--- config.mk ---
export PLATFORM = sky130hd
export DESIGN_NAME = mc_state_seq
export DESIGN_NICKNAME = d
export VERILOG_FILES = /design/src/rtl/mc_ctrl_pkg.sv /design/src/rtl/mc_mem_watchdog.sv /design/src/rtl/mc_state_seq.sv
export SDC_FILE = /design/constraint.sdc
export NUM_CORES = 1
export LEC_CHECK = 0
export ABC_AREA = 0
export ABC_CLOCK_PERIOD_IN_PS = 2300
export BUFFER_PORTS_ARGS = -buffer_cell sky130_fd_sc_hd__buf_4
export CAP_MARGIN = 20
export CORE_MARGIN = 2
export CORE_UTILIZATION = 49
export DETAILED_ROUTE_END_ITERATION = 10
export PLACE_DENSITY = 0.72
export SYNTH_ARGS = -nofsm -noshare
export SYNTH_HDL_FRONTEND = slang
export SYNTH_HIERARCHICAL = 1
export SYNTH_SLANG_ARGS = --single-unit
export TNS_END_PERCENT = 5
--- constraint.sdc ---
create_clock -name clk -period 2.3 [get_ports clk]
set_input_delay 0.345 -clock clk [delete_from_list [all_inputs] [get_ports clk]]
set_output_delay 0.345 -clock clk [all_outputs]
set_load 0.05 [all_outputs]
--- src/rtl/mc_ctrl_pkg.sv ---
// ============================================================================
// Module : mc_ctrl_pkg
// Brief  : Shared state/opcode encodings for the multicycle control path.
// Rev    : 1.0  initial release
// ============================================================================
`default_nettype none

package mc_ctrl_pkg;

  // The decoder consumes these exact values, so they are part of the interface.
  typedef enum logic [3:0] {
    S_FETCH  = 4'd0,
    S_DECODE = 4'd1,
    S_MEMADR = 4'd2,
    S_MEMRD  = 4'd3,
    S_MEMWB  = 4'd4,
    S_MEMWR  = 4'd5,
    S_EXEC   = 4'd6,
    S_ALUWB  = 4'd7,
    S_BRANCH = 4'd8,
    S_ADDIEX = 4'd9,
    S_ADDIWB = 4'd10,
    S_JUMP   = 4'd11,
    S_HALT   = 4'd12,
    S_TRAP   = 4'd13
  } state_t;

  localparam logic [5:0] OP_RTYPE = 6'b000000;
  localparam logic [5:0] OP_LW    = 6'b100011;
  localparam logic [5:0] OP_SW    = 6'b101011;
  localparam logic [5:0] OP_BEQ   = 6'b000100;
  localparam logic [5:0] OP_ADDI  = 6'b001000;
  localparam logic [5:0] OP_J     = 6'b000010;

  function automatic state_t boundary_target(input logic halt_req);
    return halt_req ? S_HALT : S_FETCH;
  endfunction

endpackage

`default_nettype wire

--- src/rtl/mc_mem_watchdog.sv ---
// ============================================================================
// Module : mc_mem_watchdog
// Brief  : Counts stalled memory-wait cycles and flags expiry at WAIT_MAX.
// Rev    : 1.0  initial release
// ============================================================================
`default_nettype none

module mc_mem_watchdog #(
  parameter int WAIT_MAX = 8
) (
  input  logic clk,
  input  logic rst,
  input  logic waiting,
  input  logic mem_ready,
  output logic expire
);

  localparam logic [7:0] c_last = 8'(WAIT_MAX - 1);

  logic [7:0] r_cnt;

  // Every exit from a wait state is either mem_ready or a move to a non-wait
  // state, so clearing on those covers "clear on entry" for back-to-back waits.
  always_ff @(posedge clk) begin
    if (rst || !waiting || mem_ready) begin
      r_cnt <= 8'd0;
    end else begin
      r_cnt <= r_cnt + 8'd1;
    end
  end

  assign expire = waiting && !mem_ready && (r_cnt == c_last);

endmodule

`default_nettype wire

--- src/rtl/mc_state_seq.sv ---
// ============================================================================
// Module : mc_state_seq
// Brief  : Main-control sequencer; state register, next-state, status flags.
//          Optional perf counters enabled by defining MC_PERF_CNT_EN.
// Rev    : 1.0  initial release
// ============================================================================
`default_nettype none

module mc_state_seq
  import mc_ctrl_pkg::*;
#(
  parameter int WAIT_MAX = 8,
  parameter int CNT_W    = 32
) (
  input  logic       clk,
  input  logic       rst,
  input  logic [5:0] opcode,
  input  logic       mem_ready,
  input  logic       halt_req,
  output logic [3:0] state,
  output logic       halted,
  output logic       illegal_op,
  output logic       bus_err,
  output logic       retire
`ifdef MC_PERF_CNT_EN
  ,
  output logic [CNT_W-1:0] cycle_cnt,
  output logic [CNT_W-1:0] instr_cnt
`endif
);

  if (WAIT_MAX < 1 || WAIT_MAX > 255 || CNT_W < 1) begin : g_param_check
    $error("mc_state_seq: WAIT_MAX must be 1..255 and CNT_W >= 1");
  end

  state_t r_state;
  state_t w_next;
  logic   r_halted;
  logic   r_illegal;
  logic   r_bus_err;
  logic   r_retire;
  logic   w_set_illegal;
  logic   w_waiting;
  logic   w_expire;

  assign w_waiting = (r_state == S_FETCH) || (r_state == S_MEMRD) || (r_state == S_MEMWR);

  mc_mem_watchdog #(
    .WAIT_MAX (WAIT_MAX)
  ) u_watchdog (
    .clk       (clk),
    .rst       (rst),
    .waiting   (w_waiting),
    .mem_ready (mem_ready),
    .expire    (w_expire)
  );

  always_comb begin
    w_next        = r_state;
    w_set_illegal = 1'b0;
    if (w_expire) begin
      w_next = S_TRAP;
    end else begin
      case (r_state)
        S_FETCH:  if (mem_ready) w_next = S_DECODE;
        S_DECODE: begin
          case (opcode)
            OP_LW, OP_SW: w_next = S_MEMADR;
            OP_RTYPE:     w_next = S_EXEC;
            OP_BEQ:       w_next = S_BRANCH;
            OP_ADDI:      w_next = S_ADDIEX;
            OP_J:         w_next = S_JUMP;
            default: begin
              w_next        = S_TRAP;
              w_set_illegal = 1'b1;
            end
          endcase
        end
        S_MEMADR: begin
          if (opcode == OP_LW) begin
            w_next = S_MEMRD;
          end else if (opcode == OP_SW) begin
            w_next = S_MEMWR;
          end else begin
            w_next        = S_TRAP;
            w_set_illegal = 1'b1;
          end
        end
        S_MEMRD:  if (mem_ready) w_next = S_MEMWB;
        S_MEMWR:  if (mem_ready) w_next = boundary_target(halt_req);
        S_EXEC:   w_next = S_ALUWB;
        S_ADDIEX: w_next = S_ADDIWB;
        S_MEMWB, S_ALUWB, S_BRANCH, S_ADDIWB, S_JUMP:
                  w_next = boundary_target(halt_req);
        S_HALT:   if (!halt_req) w_next = S_FETCH;
        S_TRAP:   w_next = S_TRAP;
        default:  w_next = boundary_target(halt_req);
      endcase
    end
  end

  always_ff @(posedge clk) begin
    if (rst) begin
      r_state   <= S_FETCH;
      r_halted  <= 1'b0;
      r_illegal <= 1'b0;
      r_bus_err <= 1'b0;
      r_retire  <= 1'b0;
    end else begin
      r_state   <= w_next;
      r_halted  <= (w_next == S_HALT) || (w_next == S_TRAP);
      r_illegal <= r_illegal | w_set_illegal;
      r_bus_err <= r_bus_err | w_expire;
      r_retire  <= (r_state == S_MEMWB) || (r_state == S_ALUWB) || (r_state == S_BRANCH) ||
                   (r_state == S_ADDIWB) || (r_state == S_JUMP) ||
                   ((r_state == S_MEMWR) && mem_ready);
    end
  end

  assign state      = r_state;
  assign halted     = r_halted;
  assign illegal_op = r_illegal;
  assign bus_err    = r_bus_err;
  assign retire     = r_retire;

`ifdef MC_PERF_CNT_EN
  logic [CNT_W-1:0] r_cycle_cnt;
  logic [CNT_W-1:0] r_instr_cnt;

  // A retire pulse can land in the first HALT cycle; it still counts.
  always_ff @(posedge clk) begin
    if (rst) begin
      r_cycle_cnt <= '0;
      r_instr_cnt <= '0;
    end else begin
      if (!((r_state == S_HALT) || (r_state == S_TRAP))) begin
        r_cycle_cnt <= r_cycle_cnt + 1'b1;
      end
      if (r_retire) begin
        r_instr_cnt <= r_instr_cnt + 1'b1;
      end
    end
  end

  assign cycle_cnt = r_cycle_cnt;
  assign instr_cnt = r_instr_cnt;
`endif

endmodule

`default_nettype wire

==> results of run 1 <==
==> layout by cell type, fill, tap and decap left out, types with 3 or more instances in the layout <==
cell type | synthesis | final
buf_4 | 1 | 22
dfxtp_1 | 16 | 14
nor2_1 | 13 | 13
a21oi_1 | 12 | 12
o21ai_0 | 8 | 8
nor3_1 | 5 | 5
nand3b_1 | 4 | 4
nor2b_1 | 4 | 4
o211ai_1 | 3 | 3
xor2_1 | 3 | 3
nand2_1 | 3 | 3
clkbuf_4 | 0 | 3
nand3_1 | 3 | 3
or3_1 | 3 | 3
==> per-stage QoR <==
step,std cells,util (%),setup slack (ps)
after detailed placement,163,59.7,237
after CTS,167,61.5,197
after global placement,163,59.7,356
final,167,61.9,220
after global routing,167,61.9,60.5
after floorplan,122,-,11.8
==> metal layers <==
layer | vias up | routed length, µm
met5 | - | 0
met4 | 0 | 13
met2 | 9 | 1250
li1 | 494 | -
met3 | 2 | 54
met1 | 473 | 1070
==> final cells by class <==
cell class                      instances  area, µm²  share of cell area, %
Clock buffer                            4       36.3                   2.99
Multi-Input combinational cell         96        648                   53.4
Tap cell                               27       33.8                   2.78
Timing Repair Buffer                   22        165                   13.6
Sequential cell                        16        323                   26.6
Inverter                                2       7.51                  0.619
==> registers in the layout, summed over array words and instances (netlist names) <==
signal,cells
u_watchdog/r_cnt,8
retire,1
bus_err,1
state,4
halted,1
illegal_op,1
==> logic make-up after synthesis <==
kind of cell             Yosys count
buffers and inverters             10
flip-flops                        16
AND/OR/NAND/NOR                   55
adder cells (fa/ha/maj)            1
XOR/XNOR                           4
AO/OA/AOI/OAI                     36
==> how the worst min path moves through the flow <==
stage | startpoint | to | slack, ps | cells past startpoint
after floorplan | u_watchdog/r_cnt[0] | u_watchdog/r_cnt[0] | 430 | 1
after global placement | u_watchdog/r_cnt[0] | u_watchdog/r_cnt[0] | 450 | 1
after detailed placement | u_watchdog/r_cnt[0] | u_watchdog/r_cnt[0] | 450 | 1
after CTS | rst | state[2] | 300 | 2
after global routing | rst | state[2] | 300 | 2
final | rst | state[2] | 310 | 2
==> power by group through the flow <==
stage               clock, mW  sequential [mW]  combinational (mW)
global route            0.199            0.407               0.709
floorplan                   0            0.526               0.363
detailed placement          0            0.401               0.653
CTS                     0.186            0.395               0.655
finish                  0.180            0.397               0.660
global placement            0            0.397               0.645
==> what timing repair did <==
action,4_1_cts,5_1_grt
endpoints found under the setup margin,0,1
gates resized for setup,0,1
setup buffers,0,0
==> results.md, run 1 <==
- Worst-path fanout max: 6
- M2 GR Usage: a little under two fifths
- Clock power share: between 10% and 20%
- Fin. max-slew vios: 0
- TritonCTS Buffers: 3
- CTS tree: built
- Remaining DRCs: 0
- Pre-antenna DRT Iters: 4
- Global-route wire length before repair: between 4 and 5 mm
- DR iter-0 viols: 17
- Cell area after layout: approximately 0.0012 mm²
- CP max stage delay: ~400 ps
- TNS Setup: 0 ps
- Global-route usage over all layers: a little over a fifth
- Crit end category: flip-flop
- Routability Congestion: 0.833
- Worst Setup EP: halted
- Clk_skew: a little over 0.6 ps
- Relative slew margins: between 70 and 80%
- Hold WC Path Type: in -> reg
- IO Pins: 18
- Area Growth Syn to Fin: 20.2%
- Share of the synthesized area in the top cell type: roughly a third
- Worst Path Arrival: approximately 2300 ps
- Seq pwr share: 32.1%
- Mux cell area share after synthesis: 0%
- Mapped cell area: between 0.001 and 0.0015 mm²
- Die Wd: 49.4 µm
- Initial antenna violation count: 0
- Leakage: between 0.4 and 0.5 nW
- Synth area leader: dfxtp_1
- Nets: around 150
- Post-Route WL: approximately 2.4 mm
- FF-to-FF Start: state[1]
- Worst setup SP type: flip-flop
- Combinational power share: roughly 53%
- Largest delay share family, worst path: simple AND/OR/NAND/NOR gates
- Synth cell count leaders: dfxtp_1 (16), nor2_1 (13), a21oi_1 (12)
- DP Area: around 0.0012 mm²
- Worst Tran Pin Value: 422 ps
- Dominant cells by area after synthesis: dfxtp_1 (32%), a21oi_1 (5.9%), nor2_1 (4.8%)
- Antenna Nets Post-Route: 0
- Sequential fraction of the synthesis area: between 30% and 40%
- Xor and xnor fraction of the mapped netlist area: 3.47%
- Sw frac: between 40% and 50%
- Met3 Use GR: about 2.1%
- Post-DR vias/cell: 5.86
- Max Cap Viol: 0
- CP bufs+invs: 0
- Hold Fails Final Rpt: 0
- EDFF count, synth: 0
- # clock sinks: 16
- Layout cells sized above 1: a little over a quarter
- Detailed-route via count: between 900 and 1000
- RSZ-0062 raised after global routing: no
- Clk_lat worst skew: 280 ps
- Drt wl/cell: around 14 µm
- Post-route clock period utilization: 90.4%
- Tot Pwr: roughly 1.2 mW
- Reg2Reg Capture Point: halted
- Critical path cell sequence: nand2b_1, nand3b_1, a21oi_1, nor4b_2, nand3_1, nor4_2, a31o_2, a311oi_1, a221oi_2
- Full die area: between 0.002 and 0.0025 mm²
- # rows: 16
- Fillers: 193
- Synthesized Nets: about 130
- Post-detail-place hpwl: around 1.8 mm
- Hold-fix buffers, CTS: 0
- Switching power: between 500 and 600 µW
- Die Y: a little under 50 µm
- Port Buffers: 17
- Critical path depth in cells: 9
- Worst-case reg-to-reg path depth: 9
- Critical Path RT: 2500 ps
- GRT Residual Overflow: 0
- Core area: roughly 0.002 mm²
- Adder-Cell Fraction of Synth Area: ~1.2%
- Initial Utilization: about half
- Top Usage Layer GRT: met2
- Final setup vio count: 0
- Worst-case clock buffer depth: 2
- Synth Instances: around 120
- Top-count cell post-synth: dfxtp_1
- Mean Syn Cell Area: about 8.3 µm²
- Main synth FF type: dfxtp_1
- Status: complete, no violations
- Register bit total from synthesis: 16
- Critical path class: reg -> reg
- Crit path launch: state[1]
- Post-synth ARST share: 0%
- Clock transition at path regs: approximately 90 ps
- Synth warnings: 6
- Internal power of the cells: 677 µW
- Simple-Gate Fraction of Synth Area: 32.6%
- Min Tclk post-route: ~2100 ps
- Power Density: ~1000 mW/mm²
- Met1 Use GR: 25.5%
- Clock root buffer: clkbuf_4
- H-Tree Depth: 1
- Vias in the first global route: between 900 and 1000
- Final hold slack: around 310 ps
- Worst path slowest cell: dfxtp_1
- Distinct cells, synth: 42
- Fmax: 481 MHz
- Largest family of logic cells by synthesized area: simple AND/OR/NAND/NOR gates
- ANT cells: 0
- R2R Setup Slk: 220 ps
- Max VDD drop: 548 µV
- Largest net degree at the start of global routing: 16
- Compound-Gate Fraction of Synth Area: around a quarter
(Power assumes the default switching activity.)
==> run 2, diff against run 1 <==
Settings changed: CORE_UTILIZATION 49 to 40, PLACE_DENSITY 0.72 to 0.61, SYNTH_HIERARCHICAL 1 to not set.
==> run 2 against run 1 <==
Compared with the run above:
- global-route usage down 3.0 points
- sequential power down 4%
- die area rose by 20%
- worst hold slack lost 52 ps
- synthesized area is 0.62% lower
- sequential share of layout area is 0.84 points higher
- setup slack better by 130 ps
- routed wire length is 11% lower
- combinational power fell by 28%
- non-clock buffer count shrank 3
- via count is 5.7% lower
- critical endpoint unchanged
==> results.md, run 2 <==
- Largest family of logic cells by synthesized area: simple AND/OR/NAND/NOR gates
- Critical path class: reg -> reg
- Post-Route WL: 2.13 mm (-11%)
- Tot Pwr: 1.04 mW (-16%)
- GRT Residual Overflow: 0 (unchanged)
- Die Y: 54.1 µm (+9.5%)
- Worst setup SP type: flip-flop
- Post-synth ARST share: 0% (unchanged)
- Full die area: 0.00293 mm² (+20%)
- Reg2Reg Capture Point: halted
- FF-to-FF Start: state[1]
- TritonCTS Buffers: 3 (unchanged)
- Port Buffers: 17 (unchanged)
- Worst-case reg-to-reg path depth: 5 (-4)
- Worst Tran Pin Value: 417 ps (-5.72 ps)
- R2R Setup Slk: 350 ps (+130 ps)
- Crit end category: flip-flop
- Clk_skew: 1.10 ps (+0.477 ps)
- Largest reg by FF count: u_watchdog.r_cnt
- Fin. max-slew vios: 0 (unchanged)
- Post-route clock period utilization: 84.9% (-5.5 points)
- Clock transition at path regs: 90 ps (about the same)
- Antenna Nets Post-Route: 0 (unchanged)
- Worst Path Arrival: 2160 ps (-120 ps)
- Mapped cell area: 0.00100 mm² (-0.62%)
- Relative slew margins: 72.2% (+0.50 points)
- Share of the synthesized area in the top cell type: 31.9% (+0.20 points)
- # rows: 18 (+2)
- DR iter-0 viols: 12 (-5)
- Hold Fails Final Rpt: 0 (unchanged)
- # clock sinks: 16 (unchanged)
- Distinct cells, synth: 46 (+9.5%)
- Register area: 320 µm² (-0.78%)
- Max Cap Viol: 0 (unchanged)
- Main synth FF type: dfxtp_1
- Clk_lat worst skew: 280 ps (about the same)
- Mux cell area share after synthesis: 0.998% (+1.0 points)
- Min Tclk post-route: 1950 ps (-127 ps)
- Leakage: 0.455 nW (+6.2%)
- Clock root buffer: clkbuf_4
- Synth Instances: 121 (-0.82%)
- Status: complete, no violations
- Hold-fix buffers, CTS: 0 (unchanged)
- Synth cell count leaders: nor2_1 (19), dfxtp_1 (16), a21oi_1 (7), nand3_1 (7), nand2_1 (6)
- Global-route wire length before repair: 3.71 mm (-7.9%)
- Vias in the first global route: 787 (-13%)
- Core area: 0.00243 mm² (+24%)
- Largest register FFs: 8 (unchanged)
- H-Tree Depth: 1 (unchanged)
- Routability Congestion: 0.812 (-2.4%)
- Top-count cell post-synth: nor2_1
- Detailed-route via count: 922 (-5.7%)
- EDFF count, synth: 0 (unchanged)
- Initial Utilization: 41.3% (-10 points)
- Sequential fraction of the synthesis area: 31.9% (+0.20 points)
- Area of the multi-input gates: 616 µm² (-5.0%)
- Max VDD drop: 558 µV (+1.8%)
- Register bit total from synthesis: 16 (unchanged)
- Post-CTS Setup Repair Bufs: 0 (unchanged)
- Worst Setup EP: halted
- Global-route usage over all layers: 17.8% (-3.0 points)
- Dominant cells by area after synthesis: dfxtp_1 (32%), nor2_1 (7.1%), xor2_1 (4.4%)
- Hold WC Path Type: in -> reg
- Fillers: 254 (+32%)
- CTS tree: built
- RSZ-0062 raised after global routing: no
- Crit path launch: state[1]
- Mean Syn Cell Area: 8.29 µm² (+0.20%)
- Synthesized Nets: 132 (-0.75%)
- ANT cells: 0 (unchanged)
- Most frequent cells in the layout: nor2_1 (19), buf_4 (19), dfxtp_1 (16)
- Remaining DRCs: 0 (unchanged)
- Adder-Cell Fraction of Synth Area: 1.25% (+0.0077 points)
- Synth area leader: dfxtp_1
- Nets: 149 (-2.0%)
- Pre-antenna DRT Iters: 4 (unchanged)
- IO Pins: 18 (unchanged)
- Area Growth Syn to Fin: 16.3%
- Layout cells sized above 1: 23.4% (-3.8 points)
- Post-detail-place hpwl: 1.59 mm (-13%)
- Critical Path RT: 2510 ps (about the same)
- Compound-Gate Fraction of Synth Area: 19.1% (-6.6 points)
- # resized after CTS: 0 (unchanged)
- Fmax: 512 MHz (+6.5%)
- Worst-case clock buffer depth: 2 (unchanged)
- Drt wl/cell: 12.8 µm (-11%)
- Worst-path fanout max: 13 (+7)
- Initial antenna violation count: 0 (unchanged)
- Synth warnings: 0 (-6)
- Final setup vio count: 0 (unchanged)
- Xor and xnor fraction of the mapped netlist area: 6.11% (+2.6 points)
- Power Density: 890 mW/mm² (-13%)
- Largest net degree at the start of global routing: 14 (-2)
- Die Wd: 54.1 µm (+9.5%)
- TNS Setup: 0 ps (unchanged)
- Simple-Gate Fraction of Synth Area: 33.9% (+1.3 points)
- Post-DR vias/cell: 5.52 (-5.7%)
==> run 2: power breakdown <==
part	switching, mW	internal, mW
clock	0.0875	0.0963
combinational	0.288	0.184
sequential	0.0651	0.318
total	0.440	0.598
==> run 2: how the worst min path moves through the flow <==
stage | startpoint | end | slack, ps | depth (start not counted)
after floorplan | u_watchdog.r_cnt[0] | u_watchdog.r_cnt[0] | 410 | 1
after global placement | u_watchdog.r_cnt[0] | u_watchdog.r_cnt[0] | 430 | 1
after detailed placement | u_watchdog.r_cnt[0] | u_watchdog.r_cnt[0] | 440 | 1
after CTS | rst | state[3] | 240 | 2
after global routing | rst | bus_err | 240 | 2
final | rst | state[3] | 260 | 2
==> run 2: area by class of cell <==
class / instances / share of cell area (%)
multi-input cells: 94 / 52.7
flip-flops and latches: 16 / 27.4
repair buffers: 19 / 12.2
well taps: 30 / 3.22
clock buffers: 4 / 3.11
inverters: 4 / 1.29
==> run 2: cell families (layout without fill, tap and decap cells) <==
group,after synthesis,after routing
AND/OR/NAND/NOR,59,59
flip-flops,16,16
XOR/XNOR,7,7
adder cells (fa/ha/maj),1,1
buffers and inverters,11,27
multiplexers,1,1
AO/OA/AOI/OAI,26,26
==> run 2: routing by layer <==
layer  part of all wire (%)  wire, µm  GRT usage [%]
met1                     55      1160           26.8
met2                     40       849           24.0
met3                    5.1       108           6.39
met4                   0.47        10           3.75
met5                      0         0              0
==> run 2: stage by stage <==
stage | worst slack, ps | hold slack (ps) | util, % | cells | instance area, µm²
floorplan | 340 | 413 | - | 121 | 1000
global placement | 346 | 431 | 46.5 | 163 | 1130
detailed placement | 302 | 445 | 46.5 | 163 | 1130
CTS | 342 | 241 | 48.0 | 167 | 1170
global route | 129 | 235 | 48.0 | 167 | 1170
finish | 347 | 259 | 48.0 | 167 | 1170
==> run 2: critical path: stages, from the launching register on <==
cell      delay [ps]
dfxtp_1          590
nand2b_1         310
a32oi_1          200
nor4_4           450
a211oi_1         120
a211oi_1         210
==> run 3, diff against run 2 <==
Settings changed: ABC_CLOCK_PERIOD_IN_PS 2300 to 1700.
Clock period 2.3 ns to 1.7 ns, I/O delays scaled along.
==> run 3 against run 2 <==
Compared with the run above:
- highest routed layer is now met3
- largest cell class unchanged
- via count grew 4.0%
- register-to-register slack lost 260 ps
- power grew 45%
- critical path type unchanged
- die area is the same
- fmax grew 21%
- count of clock-buffer cells in the layout is the same
- sequential share of layout area shrank 2.3 points
==> results.md, run 3 (synthesis gave the netlist of run 2 again) <==
- R2R Setup Slk: 90 ps (-260 ps)
- Layout cells sized above 1: 35.8% (+12 points)
- ANT cells: 0 (unchanged)
- TritonCTS Buffers: 3 (unchanged)
- Global-route wire length before repair: 3.88 mm (+4.8%)
- Global-route usage over all layers: 18.0% (+0.20 points)
- Clk_lat worst skew: 280 ps (about the same)
- Status: complete, no violations
- Min Tclk post-route: 1610 ps (-338 ps)
- Fmax: 619 MHz (+21%)
- DR iter-0 viols: 8 (-4)
- Area Growth Syn to Fin: 29.8%
- Commonest non-fill, non-tap cell in the layout: buf_4
- Met3 Use GR: 6.39% (unchanged)
- Post-route clock period utilization: 95.0% (+10 points)
- Post-Route WL: 2.31 mm (+8.4%)
- Reg2Reg Capture Point: state[1]
- Final core utilization: 53.5% (+5.6 points)
- Largest net degree at the start of global routing: 10 (-4)
- Worst Tran Pin Value: 350 ps (-66.9 ps)
- Post-detail-place hpwl: 1.74 mm (+9.2%)
- Hold Fails Final Rpt: 0 (unchanged)
- Drt wl/cell: 12.8 µm (about the same)
- Port Buffers: 17 (unchanged)
- Hold WC Path Type: in -> reg
- Worst-case clock buffer depth: 2 (unchanged)
- Routability Congestion: 0.801 (-1.4%)
- Die Wd: 54.1 µm (unchanged)
- Met1 Use GR: 23.8% (-3.0 points)
- FF-to-FF Start: state[1]
- Layout Cells excl Fill: 181 (+8.4%)
- Clock transition at path regs: 90 ps (about the same)
- Post-DR vias/cell: 5.30 (-4.0%)
- Fin. max-slew vios: 0 (unchanged)
- Worst setup SP type: flip-flop
- Initial antenna violation count: 0 (unchanged)
- Hold Path End: state[3]
- Largest register FFs: 8 (unchanged)
- # rows: 18 (unchanged)
- Pre-antenna DRT Iters: 3 (-1)
- Worst Path Arrival: 1840 ps (-320 ps)
- Power Density: 1160 mW/mm² (+30%)
- RSZ-0062 raised after global routing: yes
- CTS tree: built
- Clock root buffer: clkbuf_4
- Core area: 0.00243 mm² (unchanged)
- Top Usage Layer GRT: met2
- Post-CTS Setup Repair Bufs: 0 (unchanged)
- Critical path class: reg -> reg
- Nets: 163 (+9.4%)
- Worst hold path cell count: 2 (unchanged)
- Largest reg by FF count: u_watchdog.r_cnt
- Max Cap Viol: 0 (unchanged)
- Full die area: 0.00293 mm² (unchanged)
- Min-delay src: rst
- GRT Residual Overflow: 0 (unchanged)
- Worst-path fanout max: 6 (-7)
- Initial Utilization: 41.3% (unchanged)
- H-Tree Depth: 1 (unchanged)
- Leakage: 0.528 nW (+16%)
- Final setup vio count: 0 (unchanged)
- Most frequent cells in the layout: buf_4 (33), nor2_1 (19), dfxtp_1 (12)
- IO Pins: 18 (unchanged)
- Die Y: 54.1 µm (unchanged)
- Hold-fix buffers, CTS: 0 (unchanged)
- Remaining DRCs: 0 (unchanged)
- Placed Cells: 177 (+8.6%)
- Fillers: 246 (-3.1%)
- M2 GR Usage: 29.5% (+5.5 points)
- Relative slew margins: 76.5% (+4.4 points)
- Detailed-route via count: 959 (+4.0%)
- Critical Path RT: 1930 ps (-580 ps)
- Max VDD drop: 815 µV (+46%)
- # clock sinks: 16 (unchanged)
- Clk_skew: 0.598 ps (-0.498 ps)
- Worst-case reg-to-reg path depth: 5 (unchanged)
- Crit end category: flip-flop
- Vias in the first global route: 878 (+12%)
- Antenna Nets Post-Route: 0 (unchanged)
==> run 3: worst max-delay path by stage <==
stage / depth (start not counted) / slack (ps) / startpoint / to
2_1_floorplan: 4 / 6 / opcode[0] / illegal_op
3_3_place_gp: 6 / -140 / opcode[0] / halted
3_5_place_dp: 6 / -170 / opcode[0] / halted
4_1_cts: 4 / 70 / u_watchdog.r_cnt[4] / halted
5_1_grt: 5 / -30 / state[1] / state[1]
6_report: 5 / 90 / state[1] / state[1]
==> run 3: area by class of cell <==
type	count	area, µm²	share of cell area [%]
timing repair buffer	33	248	19.0
sequential	16	328	25.2
inverter	4	15.0	1.15
multi-input combinational	94	638	49.0
clock buffer	4	36.3	2.79
tap	30	37.5	2.88
==> run 3: timing repair <==
| item | 4_1_cts | 5_1_grt |
|---|---|---|
| gates resized for setup | 1 | 2 |
| setup endpoints to repair | 2 | 3 |
| gates cloned | 0 | 0 |
| pin swaps | 0 | 0 |
==> run 3: per-layer routing <==
metal,vias to the layer above,share of wire (%)
met2,15,45
met5,-,0
met4,0,0
met1,446,51
met3,0,4.5
li1,498,-
==> run 3: report_power, final <==
group | switching (mW) | total (mW) | internal, mW
sequential | 0.0657 | 0.502 | 0.436
combinational | 0.441 | 0.756 | 0.316
clock | 0.118 | 0.248 | 0.130
==> run 3: worst max-delay path, cell delays in order (launching register included) <==
cell and delay (ps):
dfxtp_4 370, nor4b_2 380, nand2_1 130, o32a_2 180, a211oi_1 330, and2_1 170
==> run 3: per-stage QoR <==
stage	cell area [µm²]	hold slack, ps	setup WS (ps)	total power [mW]	TNS [ps]
finish	1300	162	85.2	1.51	0
global route	1300	136	-31.2	1.61	-53.9
detailed placement	1250	438	-166	1.25	-530
floorplan	1020	317	6.49	1.04	0
global placement	1250	426	-140	1.25	-473
CTS	1290	149	69.7	1.51	0
